$ cat config.mk
export PLATFORM = sky130hd
export DESIGN_NAME = bin_to_bcd_seq_flat
export DESIGN_NICKNAME = d
export VERILOG_FILES = /design/src/rtl/bin_to_bcd_seq_pkg.sv /design/src/rtl/bin_to_bcd_seq_if.sv /design/src/rtl/bin_to_bcd_seq_seg7_enc.sv /design/src/rtl/bin_to_bcd_seq.sv /design/src/flat_wrapper.sv
export SDC_FILE = /design/constraint.sdc
export NUM_CORES = 1
export LEC_CHECK = 0
export ABC_CLOCK_PERIOD_IN_PS = 3800
export CAP_MARGIN = 25
export CORE_ASPECT_RATIO = 0.75
export CORE_MARGIN = 10
export CORE_UTILIZATION = 47
export DETAILED_ROUTE_END_ITERATION = 10
export PLACE_DENSITY_LB_ADDON = 0.05
export REMOVE_ABC_BUFFERS = 1
export SKIP_CTS_REPAIR_TIMING = 1
export SYNTH_ARGS = -nofsm -noshare
export SYNTH_HDL_FRONTEND = slang
export SYNTH_SLANG_ARGS = --single-unit
$ cat constraint.sdc
create_clock -name sysCLK -period 3.8 [get_ports sysCLK]
set_clock_uncertainty 0.2 [all_clocks]
set_input_delay 0.38 -clock sysCLK [delete_from_list [all_inputs] [get_ports sysCLK]]
set_output_delay 0.38 -clock sysCLK [all_outputs]
set_load 0.05 [all_outputs]
$ cat src/rtl/bin_to_bcd_seq_pkg.sv
// Shared definitions for the sequential binary-to-BCD converter.
// Contents: FSM state encoding, active-low seven-segment patterns for digits 0-9,
// the blank pattern, and a helper giving the minimum digit count for a width.
package bin_to_bcd_seq_pkg;

    typedef enum logic [1:0] {
        StIdle  = 2'd0,
        StShift = 2'd1,
        StDone  = 2'd2
    } state_e;

    // Active-low patterns, bit0=a ... bit6=g, bit7=dp (dp always off).
    localparam logic [7:0] Seg0     = 8'hC0;
    localparam logic [7:0] Seg1     = 8'hF9;
    localparam logic [7:0] Seg2     = 8'hA4;
    localparam logic [7:0] Seg3     = 8'hB0;
    localparam logic [7:0] Seg4     = 8'h99;
    localparam logic [7:0] Seg5     = 8'h92;
    localparam logic [7:0] Seg6     = 8'h82;
    localparam logic [7:0] Seg7     = 8'hF8;
    localparam logic [7:0] Seg8     = 8'h80;
    localparam logic [7:0] Seg9     = 8'h90;
    localparam logic [7:0] SegBlank = 8'hFF;

    // ceil(width * log10(2)) using a fixed-point approximation of log10(2).
    function automatic int unsigned min_digits(input int unsigned width);
        return (width * 30103 + 99999) / 100000;
    endfunction

endpackage

$ cat src/rtl/bin_to_bcd_seq_if.sv
// Handshake/result bundle for bin_to_bcd_seq.
// start/bin : request and operand (driven by master)
// busy/done : status, done is a one-cycle pulse (driven by slave)
// bcd/seg   : packed BCD digits and active-low segment bytes, digit 0 lowest
interface bin_to_bcd_seq_if #(
    parameter int unsigned WIDTH  = 16,
    parameter int unsigned DIGITS = 5
);
    logic                  start;
    logic [WIDTH-1:0]      bin;
    logic                  busy;
    logic                  done;
    logic [4*DIGITS-1:0]   bcd;
    logic [8*DIGITS-1:0]   seg;

    modport master (output start, output bin, input busy, input done, input bcd, input seg);
    modport slave  (input start, input bin, output busy, output done, output bcd, output seg);
endinterface

$ cat src/rtl/bin_to_bcd_seq_seg7_enc.sv
// Combinational BCD digit to active-low seven-segment encoder.
// digit_i : 4-bit digit code
// seg_o   : active-low pattern (bit0=a .. bit6=g, bit7=dp); codes 10-15 blank
module seg7_enc
    import bin_to_bcd_seq_pkg::*;
(
    input  logic [3:0] digit_i,
    output logic [7:0] seg_o
);
    always_comb begin
        seg_o = SegBlank;
        unique case (digit_i)
            4'd0:    seg_o = Seg0;
            4'd1:    seg_o = Seg1;
            4'd2:    seg_o = Seg2;
            4'd3:    seg_o = Seg3;
            4'd4:    seg_o = Seg4;
            4'd5:    seg_o = Seg5;
            4'd6:    seg_o = Seg6;
            4'd7:    seg_o = Seg7;
            4'd8:    seg_o = Seg8;
            4'd9:    seg_o = Seg9;
            default: seg_o = SegBlank;
        endcase
    end
endmodule

$ cat src/rtl/bin_to_bcd_seq.sv
// Sequential double-dabble binary-to-BCD converter with seven-segment outputs.
// sysCLK : clock, rising edge
// RST    : asynchronous active-high reset
// bus    : slave side of bin_to_bcd_seq_if (start/bin in; busy/done/bcd/seg out)
// A conversion takes WIDTH shift cycles plus one DONE cycle; bcd/seg are
// registered and change on the edge that raises done.
module bin_to_bcd_seq
    import bin_to_bcd_seq_pkg::*;
#(
    parameter int unsigned WIDTH    = 16,
    parameter int unsigned DIGITS   = 5,
    parameter int unsigned BLANK_LZ = 1
) (
    input logic            sysCLK,
    input logic            RST,
    bin_to_bcd_seq_if.slave bus
);
    localparam int unsigned CntW = $clog2(WIDTH + 1);
    localparam int unsigned AccW = 4 * DIGITS;
    localparam int unsigned SegW = 8 * DIGITS;

    if (DIGITS < min_digits(WIDTH)) begin : g_bad_digits
        $error("bin_to_bcd_seq: DIGITS too small for WIDTH");
    end

    state_e            state_q, state_d;
    logic [AccW-1:0]   acc_q, acc_d, acc_adj, acc_shift;
    logic [WIDTH-1:0]  bin_q, bin_d;
    logic [CntW-1:0]   cnt_q, cnt_d;
    logic [AccW-1:0]   bcd_q, bcd_d;
    logic [SegW-1:0]   seg_q, seg_d, seg_raw, seg_enc, seg_rst;
    logic              nz;

    // Add-3 correction followed by the combined {acc, bin} left shift.
    always_comb begin
        acc_adj = acc_q;
        for (int i = 0; i < int'(DIGITS); i++) begin
            if (acc_q[4*i +: 4] >= 4'd5) acc_adj[4*i +: 4] = acc_q[4*i +: 4] + 4'd3;
        end
    end
    assign acc_shift = {acc_adj[AccW-2:0], bin_q[WIDTH-1]};

    for (genvar g = 0; g < int'(DIGITS); g++) begin : g_enc
        seg7_enc u_seg7_enc (
            .digit_i(acc_shift[4*g +: 4]),
            .seg_o  (seg_raw[8*g +: 8])
        );
        assign seg_rst[8*g +: 8] = (g == 0 || BLANK_LZ == 0) ? Seg0 : SegBlank;
    end

    // Blank every digit above the most significant non-zero one; units never blank.
    always_comb begin
        seg_enc = '0;
        nz      = 1'b0;
        for (int i = int'(DIGITS) - 1; i >= 0; i--) begin
            nz = nz | (|acc_shift[4*i +: 4]);
            seg_enc[8*i +: 8] = (BLANK_LZ == 0 || i == 0 || nz) ? seg_raw[8*i +: 8] : SegBlank;
        end
    end

    // State register
    always_ff @(posedge sysCLK or posedge RST) begin
        if (RST) state_q <= StIdle;
        else     state_q <= state_d;
    end

    // Next-state logic
    always_comb begin
        state_d = state_q;
        unique case (state_q)
            StIdle:  if (bus.start) state_d = StShift;
            StShift: if (cnt_q == CntW'(1)) state_d = StDone;
            StDone:  state_d = StIdle;
            default: state_d = StIdle;
        endcase
    end

    // Outputs
    always_comb begin
        bus.busy = (state_q != StIdle);
        bus.done = (state_q == StDone);
        bus.bcd  = bcd_q;
        bus.seg  = seg_q;
    end

    // Datapath next-state
    always_comb begin
        acc_d = acc_q;
        bin_d = bin_q;
        cnt_d = cnt_q;
        bcd_d = bcd_q;
        seg_d = seg_q;
        unique case (state_q)
            StIdle: begin
                if (bus.start) begin
                    bin_d = bus.bin;
                    acc_d = '0;
                    cnt_d = CntW'(WIDTH);
                end
            end
            StShift: begin
                acc_d = acc_shift;
                bin_d = bin_q << 1;
                cnt_d = cnt_q - CntW'(1);
                if (cnt_q == CntW'(1)) begin
                    bcd_d = acc_shift;
                    seg_d = seg_enc;
                end
            end
            default: ;
        endcase
    end

    always_ff @(posedge sysCLK or posedge RST) begin
        if (RST) begin
            acc_q <= '0;
            bin_q <= '0;
            cnt_q <= '0;
            bcd_q <= '0;
            seg_q <= seg_rst;
        end else begin
            acc_q <= acc_d;
            bin_q <= bin_d;
            cnt_q <= cnt_d;
            bcd_q <= bcd_d;
            seg_q <= seg_d;
        end
    end

endmodule

$ cat src/flat_wrapper.sv
// flat-port wrapper written by rule: the top's interface ports become plain ports
module bin_to_bcd_seq_flat import bin_to_bcd_seq_pkg::*;
#(
    parameter int unsigned WIDTH    = 16,
    parameter int unsigned DIGITS   = 5,
    parameter int unsigned BLANK_LZ = 1
)
  (sysCLK, RST, bus_start, bus_bin, bus_busy, bus_done, bus_bcd, bus_seg);
  bin_to_bcd_seq_if #(.WIDTH(WIDTH), .DIGITS(DIGITS)) bus_i ();
  input logic sysCLK;
  input logic RST;
  input wire logic [$bits(bus_i.start)-1:0] bus_start;
  input wire logic [$bits(bus_i.bin)-1:0] bus_bin;
  output wire logic [$bits(bus_i.busy)-1:0] bus_busy;
  output wire logic [$bits(bus_i.done)-1:0] bus_done;
  output wire logic [$bits(bus_i.bcd)-1:0] bus_bcd;
  output wire logic [$bits(bus_i.seg)-1:0] bus_seg;
  assign bus_i.start = bus_start;
  assign bus_i.bin = bus_bin;
  assign bus_busy = bus_i.busy;
  assign bus_done = bus_i.done;
  assign bus_bcd = bus_i.bcd;
  assign bus_seg = bus_i.seg;
  bin_to_bcd_seq #(.WIDTH(WIDTH), .DIGITS(DIGITS), .BLANK_LZ(BLANK_LZ)) u_core (.sysCLK(sysCLK), .RST(RST), .bus(bus_i));
endmodule
==> run metrics, run 1 <==
final weighted congestion in routability-driven placement 0.833; DIE HEIGHT 113 um; antenna violations before repair 0; Min-Delay Path Class reg -> reg; Final Hold Viols 0; vias in the first global route 4152; wire per inst 15.6 um; Slew @ Worst Pin 1.03 ns; Synth area leader dfrtp_1; Nets 688; post-route ant nets 0; EDFF count, synth 0; post-synthesis cell type count 59; largest net degree at the start of global routing 58; fin crit share 80.8%; Synth async-reset ratio 100%; outcome complete, no violations; sequential share of the synthesized area 46.2%; vias per std cell 5.43; crit end category register; R2R Path Start u_core.acc_q[8]; RSZ-0062 raised after global routing false; Min-Delay Startpoint u_core.bus.seg[6]; top cells by count, synth nand2_1 (87), dfrtp_1 (69), o21ai_0 (61), ha_1 (35), nand3_1 (33); capturing point of the worst reg2reg path u_core.bus.seg[21]; CTS tree done; worst path required time 3.86 ns; HPWL after DPL 8600 um; hold slack 0.254 ns; Final Slew Violations 0; first-pass GRT wire length 20500 um; DR DRC count 0; Worst Hold Endpoint u_core.bus.seg[6]; Root Driver clkbuf_16; drt first-iter violations 230; startpoint types register; f_max 326 MHz; Ports 81; Num CTS Buffers 9; area of the die 16200 sq um; Post-Syn Instances 569; r2r setup slk 0.73 ns; Port Buffer Count 75; Starting Density 48.7%; final setup vio count 0; FF+latch count, synth 98; CORE AREA 11100 sq um; top post-synthesis cells by area dfrtp_1 (32%), dfstp_2 (14%), ha_1 (8.1%); Ys Warns 0; Top FF cell, synth dfrtp_1; Clk pin slew, worst setup/hold paths 0.06 ns; H-Tree Depth 3; clock latency on the worst-skew pair 0.34 ns; Total GRT Usage 15.3%; kind of critical path reg -> reg; routed vias 4231; ant diodes 0; CP max FO 7; CTS Sinks 98; layout cell share with drive strength beyond 1 13.0%; Slew HR 30.8%; Area Growth Syn to Fin 22.1%; Final TNS setup 0 ns; Mean Syn Cell Area 9.47 sq um; DIE WIDTH 144 um; filler cell count 967; most common cell in the synthesized netlist nand2_1; Arr. time, crit path 3.13 ns; cell row count 33; Syn Std Cell Area 5390 sq um; max cap viols 0; post-synth top area share 32.0%; minimum clock period 3.07 ns; Congestion Overflow GR 0; final wirelength 12200 um; Reg2Reg Depth 10; Hold Path Depth 2; clock buffer depth 2; drt pass-1 iters 4
-- worst max-delay path: stages, from the launching register on --
cell,delay [ns]
dfrtp_1,0.43
inv_1,0.11
ha_1,0.25
nand2b_1,0.10
nor3b_1,0.14
a21oi_1,0.47
ha_1,0.27
nand4_1,0.29
o31a_1,0.42
nor2b_4,0.15
a31oi_1,0.16
-- layout by cell type (no fill, tap or decap), types with 5 or more instances in the layout --
cell type        Yosys  routed
nor2b_1              5       5
nor2_1              26      26
inv_1               26      25
xnor2_1              7       7
nand3_1             33      33
clkbuf_16            0       9
a21oi_1             30      30
dfstp_2             29      29
ha_1                35      35
o22a_1               9       9
clkdlybuf4s50_1      0      75
mux2i_1              5       5
o31ai_1              6       6
a31oi_1              6       6
nand2_1             87      86
conb_1               1       5
a21oi_2             11      11
buf_4                7       6
a22oi_1             15      15
nor3b_1              6       6
nand2b_1            11      11
dfrtp_1             69      69
o21ai_0             61      61
-- sequential cells by signal, summed over array words and instances, names as in the netlist --
register        count
u_core.acc_q       20
u_core.bin_q       16
u_core.state_q      2
u_core.cnt_q        5
u_core.bus.bcd     20
u_core.bus.seg     35
-- stage by stage --
stage	utilization, %	instances	cell area (sq um)	setup slack [ns]
global placement	56.4	763	6240	0.872
global route	59.5	779	6580	0.496
floorplan	-	541	5240	0.455
finish	59.5	779	6580	0.731
CTS	59.5	779	6580	0.726
detailed placement	56.4	763	6240	0.734
-- cell type report --
cell class	count	area (sq um)	share of cell area, %
Timing Repair Buffer	82	816	12.4
Sequential cell	98	2490	37.8
Tap cell	140	175	2.66
Inverter	29	113	1.71
Multi-Input combinational cell	414	2640	40.2
Clock inverter	6	104	1.58
Clock buffer	10	239	3.63
-- how the worst max path moves through the flow --
stage	startpoint	endpoint	slack (ns)	cells after the start
after floorplan	u_core.state_q[0]	u_core.bus.seg[8]	0.46	6
after global placement	u_core.acc_q[8]	u_core.bus.seg[16]	0.87	10
after detailed placement	u_core.acc_q[8]	u_core.bus.seg[19]	0.73	10
after CTS	u_core.acc_q[8]	u_core.bus.seg[21]	0.73	10
after global routing	u_core.acc_q[8]	u_core.bus.seg[21]	0.50	10
final	u_core.acc_q[8]	u_core.bus.seg[21]	0.73	10
-- cells by family (layout without fill, tap and decap cells) --
family / count (synthesis) / count (layout) / share of synthesized area [%]
xor+xnor: 8 / 8 / 1.44
flops: 98 / 98 / 46.2
other cells: 1 / 5 / 0.0696
compound gates: 169 / 169 / 20.5
simple gates: 186 / 186 / 16.2
buf+inv: 61 / 127 / 5.08
fa+ha+maj: 35 / 35 / 8.13
mux: 11 / 11 / 2.34
-- metal layers --
metal  vias up  track usage (%)  routed length, um
li1       2101                -                  -
met1      2042             20.9               6060
met2        80             22.9               5320
met3         8             4.97                720
met4         0             3.73                 79
met5         -                0                  0
Power of run 1 is left out: the tool's default activity adds up to more than one toggle a clock period on the data nets, which glitch-free logic cannot reach.
==> run 2, diff against run 1 <==
ABC_CLOCK_PERIOD_IN_PS = 2500   (was 3800)
clock period = 2.5 ns   (was 3.8 ns; I/O delays follow)
==> run metrics, run 2 (same netlist as run 1, synthesis figures left out) <==
DR DRC count 0 (unchanged); max cap viols 0 (unchanged); DIE WIDTH 144 um (unchanged); Num CTS Buffers 9 (unchanged); met1 usage 22.2% (+1.3 points); met3 Use GR 4.26% (-0.71 points); drt first-iter violations 200 (-13%); vias in the first global route 4301 (+3.6%); minimum clock period 2.47 ns (-0.596 ns); grt peak-use layer met2; Final Util 64.1% (+4.7 points); r2r setup slk 0.03 ns (-0.70 ns); commonest non-fill, non-tap cell in the layout nand2_1; antenna violations before repair 0 (unchanged); capturing point of the worst reg2reg path u_core.bus.seg[19]; Total GRT Usage 16.0% (+0.70 points); Area Growth Syn to Fin 31.7%; most frequent CP cell nor2b_4; Port Buffer Count 75 (unchanged); CP max stage delay 0.45 ns (-0.02 ns); Crit-path slowest cell dfrtp_2; ant diodes 0 (unchanged); crit-path cells inv_2 > ha_4 > nand2b_4 > nor2b_4 > mux2i_2 > ha_2 > nand4_1 > o31a_1 > nor2b_4 > a31oi_1; f_max 404 MHz (+24%); most frequent cells in the layout nand2_1 (86), clkdlybuf4s50_1 (75), dfrtp_1 (67); final wirelength 13300 um (+9.0%); vias per std cell 5.39 (-0.67%); CTS tree done; post-route cell area 7100 sq um (+7.9%); CTS Sinks 98 (unchanged); wire per inst 16.0 um (+2.6%); Root Driver clkbuf_16; setup ws final 0.0269 ns (-0.704 ns); startpoint types register; area of the die 16200 sq um (unchanged); H-Tree Depth 3 (unchanged); final weighted congestion in routability-driven placement 0.863 (+3.6%); final setup vio count 0 (unchanged); Cells after DPL 802 (+5.1%); layout cell share with drive strength beyond 1 24.1% (+11 points); kind of critical path reg -> reg; CP max FO 5 (-2); Ports 81 (unchanged); met2 GRT Util 24.2% (+1.3 points); Min-Delay Path Class in -> async; cell row count 33 (unchanged); Reg2Reg Depth 10 (unchanged); outcome complete, no violations; Clk pin slew, worst setup/hold paths 0.07 ns (about the same); R2R Path Start u_core.acc_q[12]; Slew HR 34.9% (+4.1 points); largest net degree at the start of global routing 38 (-34%); crit end category register; clock latency on the worst-skew pair 0.34 ns (about the same); fin crit share 98.9% (+18 points); routed vias 4467 (+5.6%); worst slack at placement -0.0644 ns (-0.799 ns); Final Slew Violations 0 (unchanged); drt pass-1 iters 7 (+3); HPWL after DPL 9390 um (+9.2%); max reg flops 35 (unchanged); dpl cell area 6530 sq um (+4.7%); RSZ-0062 raised after global routing true; Layout Cells excl Fill 828 (+6.3%); Final Hold Viols 0 (unchanged); post-route ant nets 0 (unchanged); Congestion Overflow GR 0 (unchanged); Arr. time, crit path 2.54 ns (-0.59 ns); DIE HEIGHT 113 um (unchanged); clock buffer depth 2 (unchanged); first-pass GRT wire length 21500 um (+5.1%); filler cell count 955 (-1.2%); Nets 737 (+7.1%); Starting Density 48.7% (unchanged); worst path required time 2.57 ns (-1.29 ns); CORE AREA 11100 sq um (unchanged); Slew @ Worst Pin 0.972 ns (-0.0619 ns)
==> run 2: cell types whose count changed in the layout (fill, tap and decap cells not counted), moves of 4 or more <==
cell and change:
ha_2 +7, nand2b_4 +4, a21oi_1 -5, buf_4 +48
inv_1 -6, inv_2 +6, nand2b_1 -4, ha_1 -10
==> run 2: cell type report <==
| class | count | area (sq um) | share of cell area (%) |
|---|---|---|---|
| clock buffer | 12 | 236 | 3.33 |
| clock inverter | 4 | 52.6 | 0.740 |
| inverter | 29 | 113 | 1.59 |
| multi-input combinational | 414 | 2840 | 40.0 |
| sequential | 98 | 2490 | 35.1 |
| tap | 140 | 175 | 2.47 |
| timing repair buffer | 131 | 1190 | 16.7 |
==> run 2: metal layers <==
layer  share of wire [%]  wire, um
met5                   0         0
met2                  46      6120
met4                0.91       121
met3                 6.1       804
met1                  47      6240
==> run 2: worst max-delay path, delay by kind of cell, from the launching register on <==
kind / cells / cell delay (ns)
AO/OA/AOI/OAI: 2 / 0.51
adder cells (fa/ha/maj): 2 / 0.36
buffers and inverters: 1 / 0.10
flip-flops: 1 / 0.45
multiplexers: 1 / 0.18
AND/OR/NAND/NOR: 4 / 0.58
==> run 2: through the flow <==
stage | hold slack [ns] | TNS [ns]
2_1_floorplan | 0.167 | -55.90
4_1_cts | 0.0830 | -0.722
3_3_place_gp | 0.247 | 0
3_5_place_dp | 0.249 | -0.355
6_report | 0.0719 | 0
5_1_grt | 0.102 | -1.18
==> run 2: how the worst max path moves through the flow <==
stage / start / endpoint / slack [ns]
finish: u_core.acc_q[12] / u_core.bus.seg[19] / 0.03
global route: u_core.acc_q[17] / u_core.bus.seg[19] / -0.09
CTS: u_core.acc_q[8] / u_core.bus.seg[19] / -0.08
detailed placement: u_core.acc_q[8] / u_core.bus.seg[16] / -0.06
global placement: u_core.acc_q[8] / u_core.bus.seg[16] / 0.007
floorplan: u_core.state_q[0] / u_core.bus.seg[8] / -0.84
Power of run 2 is left out for the same reason.
==> run 3, diff against run 2 <==
PLACE_DENSITY = 0.74   (was not set)
PLACE_DENSITY_LB_ADDON = not set   (was 0.05)
RECOVER_POWER = 25   (was not set)
SKIP_CTS_REPAIR_TIMING = not set   (was 1)
==> run metrics, run 3 (same netlist as run 1, synthesis figures left out) <==
outcome complete, no violations; crit end category register; vias in the first global route 4416 (+2.7%); Min-Delay Path Class reg -> reg; drt first-iter violations 277 (+39%); filler cell count 896 (-6.2%); clock buffer depth 2 (unchanged); post-route ant nets 0 (unchanged); Clk pin slew, worst setup/hold paths 0.07 ns (about the same); crit-path cells inv_2 > ha_2 > nand2b_4 > nor2b_4 > mux2i_2 > ha_2 > nand4_1 > o31a_1 > nor2b_4 > a31oi_1; f_max 403 MHz (-0.33%); antenna violations before repair 0 (unchanged); Cells after DPL 795 (-0.87%); final wirelength 13500 um (+1.9%); Crit-path slowest cell dfrtp_1; CTS tree done; Area Growth Syn to Fin 30.8%; Multi-input gate area 2790 sq um (-1.8%); area of the die 16200 sq um (unchanged); fin crit share 99.3% (+0.33 points); area occupied by registers 2490 sq um (unchanged); Port Buffer Count 75 (unchanged); Nets 733 (-0.54%); Num CTS Buffers 9 (unchanged); Final Hold Viols 0 (unchanged); capturing point of the worst reg2reg path u_core.bus.seg[19]; max cap viols 0 (unchanged); Crit path max-delay family simple AND/OR/NAND/NOR gates; startpoint types register; Congestion Overflow GR 0 (unchanged); Slew @ Worst Pin 1.34 ns (+0.368 ns); # hold bufs at CTS 0; r2r setup slk 0.02 ns (about the same); RSZ-0062 raised after global routing true; Total GRT Usage 16.0% (+0.061 points); kind of critical path reg -> reg; H-Tree Depth 3 (unchanged); commonest non-fill, non-tap cell in the layout nand2_1; drt pass-1 iters 5 (-2); wire per inst 16.4 um (+2.4%); CTS Sinks 98 (unchanged); setup ws final 0.0186 ns (-0.00825 ns); minimum clock period 2.48 ns (+0.00825 ns); Arr. time, crit path 2.55 ns (about the same); worst slack at placement -0.0543 ns (+0.0102 ns); DIE HEIGHT 113 um (unchanged); max reg flops 35 (unchanged); CP max stage delay 0.38 ns (-0.07 ns); largest net degree at the start of global routing 40 (+5.3%); CORE AREA 11100 sq um (unchanged); HPWL after DPL 9540 um (+1.6%); ant diodes 0 (unchanged); Ports 81 (unchanged); vias per std cell 5.53 (+2.4%); worst path required time 2.56 ns (about the same); layout cell share with drive strength beyond 1 23.4% (-0.74 points); Layout Cells excl Fill 824 (-0.48%); Min-Delay Startpoint u_core.bus.seg[6]; most frequent cells in the layout nand2_1 (86), clkdlybuf4s50_1 (74), dfrtp_1 (67); Buf/Inv on CP 1 (unchanged); Root Driver clkbuf_16; Slew HR 10.6% (-24 points); Final Util 63.7% (-0.42 points); CP max FO 5 (unchanged); clock latency on the worst-skew pair 0.35 ns (about the same); Worst Hold Endpoint u_core.bus.seg[6]; Hold Path Depth 2; Starting Density 48.7% (unchanged); DIE WIDTH 144 um (unchanged); final setup vio count 0 (unchanged); R2R Path Start u_core.acc_q[13]; Final Slew Violations 0 (unchanged); first-pass GRT wire length 21500 um (-0.13%); routed vias 4554 (+1.9%); final weighted congestion in routability-driven placement 0.912 (+5.7%); Reg2Reg Depth 10 (unchanged); cell row count 33 (unchanged); DR DRC count 0 (unchanged)
run 3: cell types whose count changed in the layout (fill, tap and decap cells not counted), sizes merged:
cell,previous run,this run
bufinv,1,3
clkdlybuf4s50,75,74
dlygate4sd3,0,1
clkinvlp,3,2
buf,56,50
inv,28,29
run 3: stage by stage:
step / cell area, sq um / TNS (ns) / hold WS, ns
2_1_floorplan: 5240 / -55.90 / 0.167
6_report: 7050 / 0 / 0.266
3_3_place_gp: 6490 / 0 / 0.250
4_1_cts: 6850 / 0 / 0.116
5_1_grt: 7050 / -0.299 / 0.276
3_5_place_dp: 6490 / -0.0662 / 0.259
run 3: cell type report:
class | instances | area share, %
multi-input combinational | 414 | 39.6
sequential | 98 | 35.3
timing repair buffer | 127 | 16.2
clock buffer | 10 | 3.25
tap | 140 | 2.48
clock inverter | 6 | 1.61
inverter | 29 | 1.56
run 3: what timing repair did:
item / 4_1_cts / 5_1_grt
pin swaps: 4 / 17
gates resized for setup: 1 / 38
endpoints found under the setup margin: 4 / 26
setup buffers: 2 / 11
cloned: 0 / 0
run 3: worst max-delay path by stage:
| stage | startpoint | end | slack, ns | cells after the start |
|---|---|---|---|---|
| after floorplan | u_core.state_q[0] | u_core.bus.seg[8] | -0.84 | 6 |
| after global placement | u_core.acc_q[8] | u_core.bus.seg[16] | 0.08 | 9 |
| after detailed placement | u_core.acc_q[16] | u_core.bus.seg[19] | -0.05 | 10 |
| after CTS | u_core.acc_q[8] | u_core.bus.seg[19] | 0.004 | 10 |
| after global routing | u_core.acc_q[13] | u_core.bus.seg[19] | -0.06 | 10 |
| final | u_core.acc_q[13] | u_core.bus.seg[19] | 0.02 | 10 |
run 3: routing by layer:
| layer | track usage, % | share of wire [%] | vias up |
|---|---|---|---|
| met2 | 27.0 | 50 | 126 |
| met4 | 4.14 | 1.3 | 0 |
| met1 | 20.0 | 43 | 2215 |
| li1 | - | - | 2197 |
| met5 | 0 | 0 | - |
| met3 | 4.26 | 5.5 | 16 |
run 3: worst min-delay path, cell delays in order (launching register included):
cell and delay (ns):
dfstp_2 0.38, nand2_1 0.05, nand2_1 0.04
Power of run 3 is left out for the same reason.
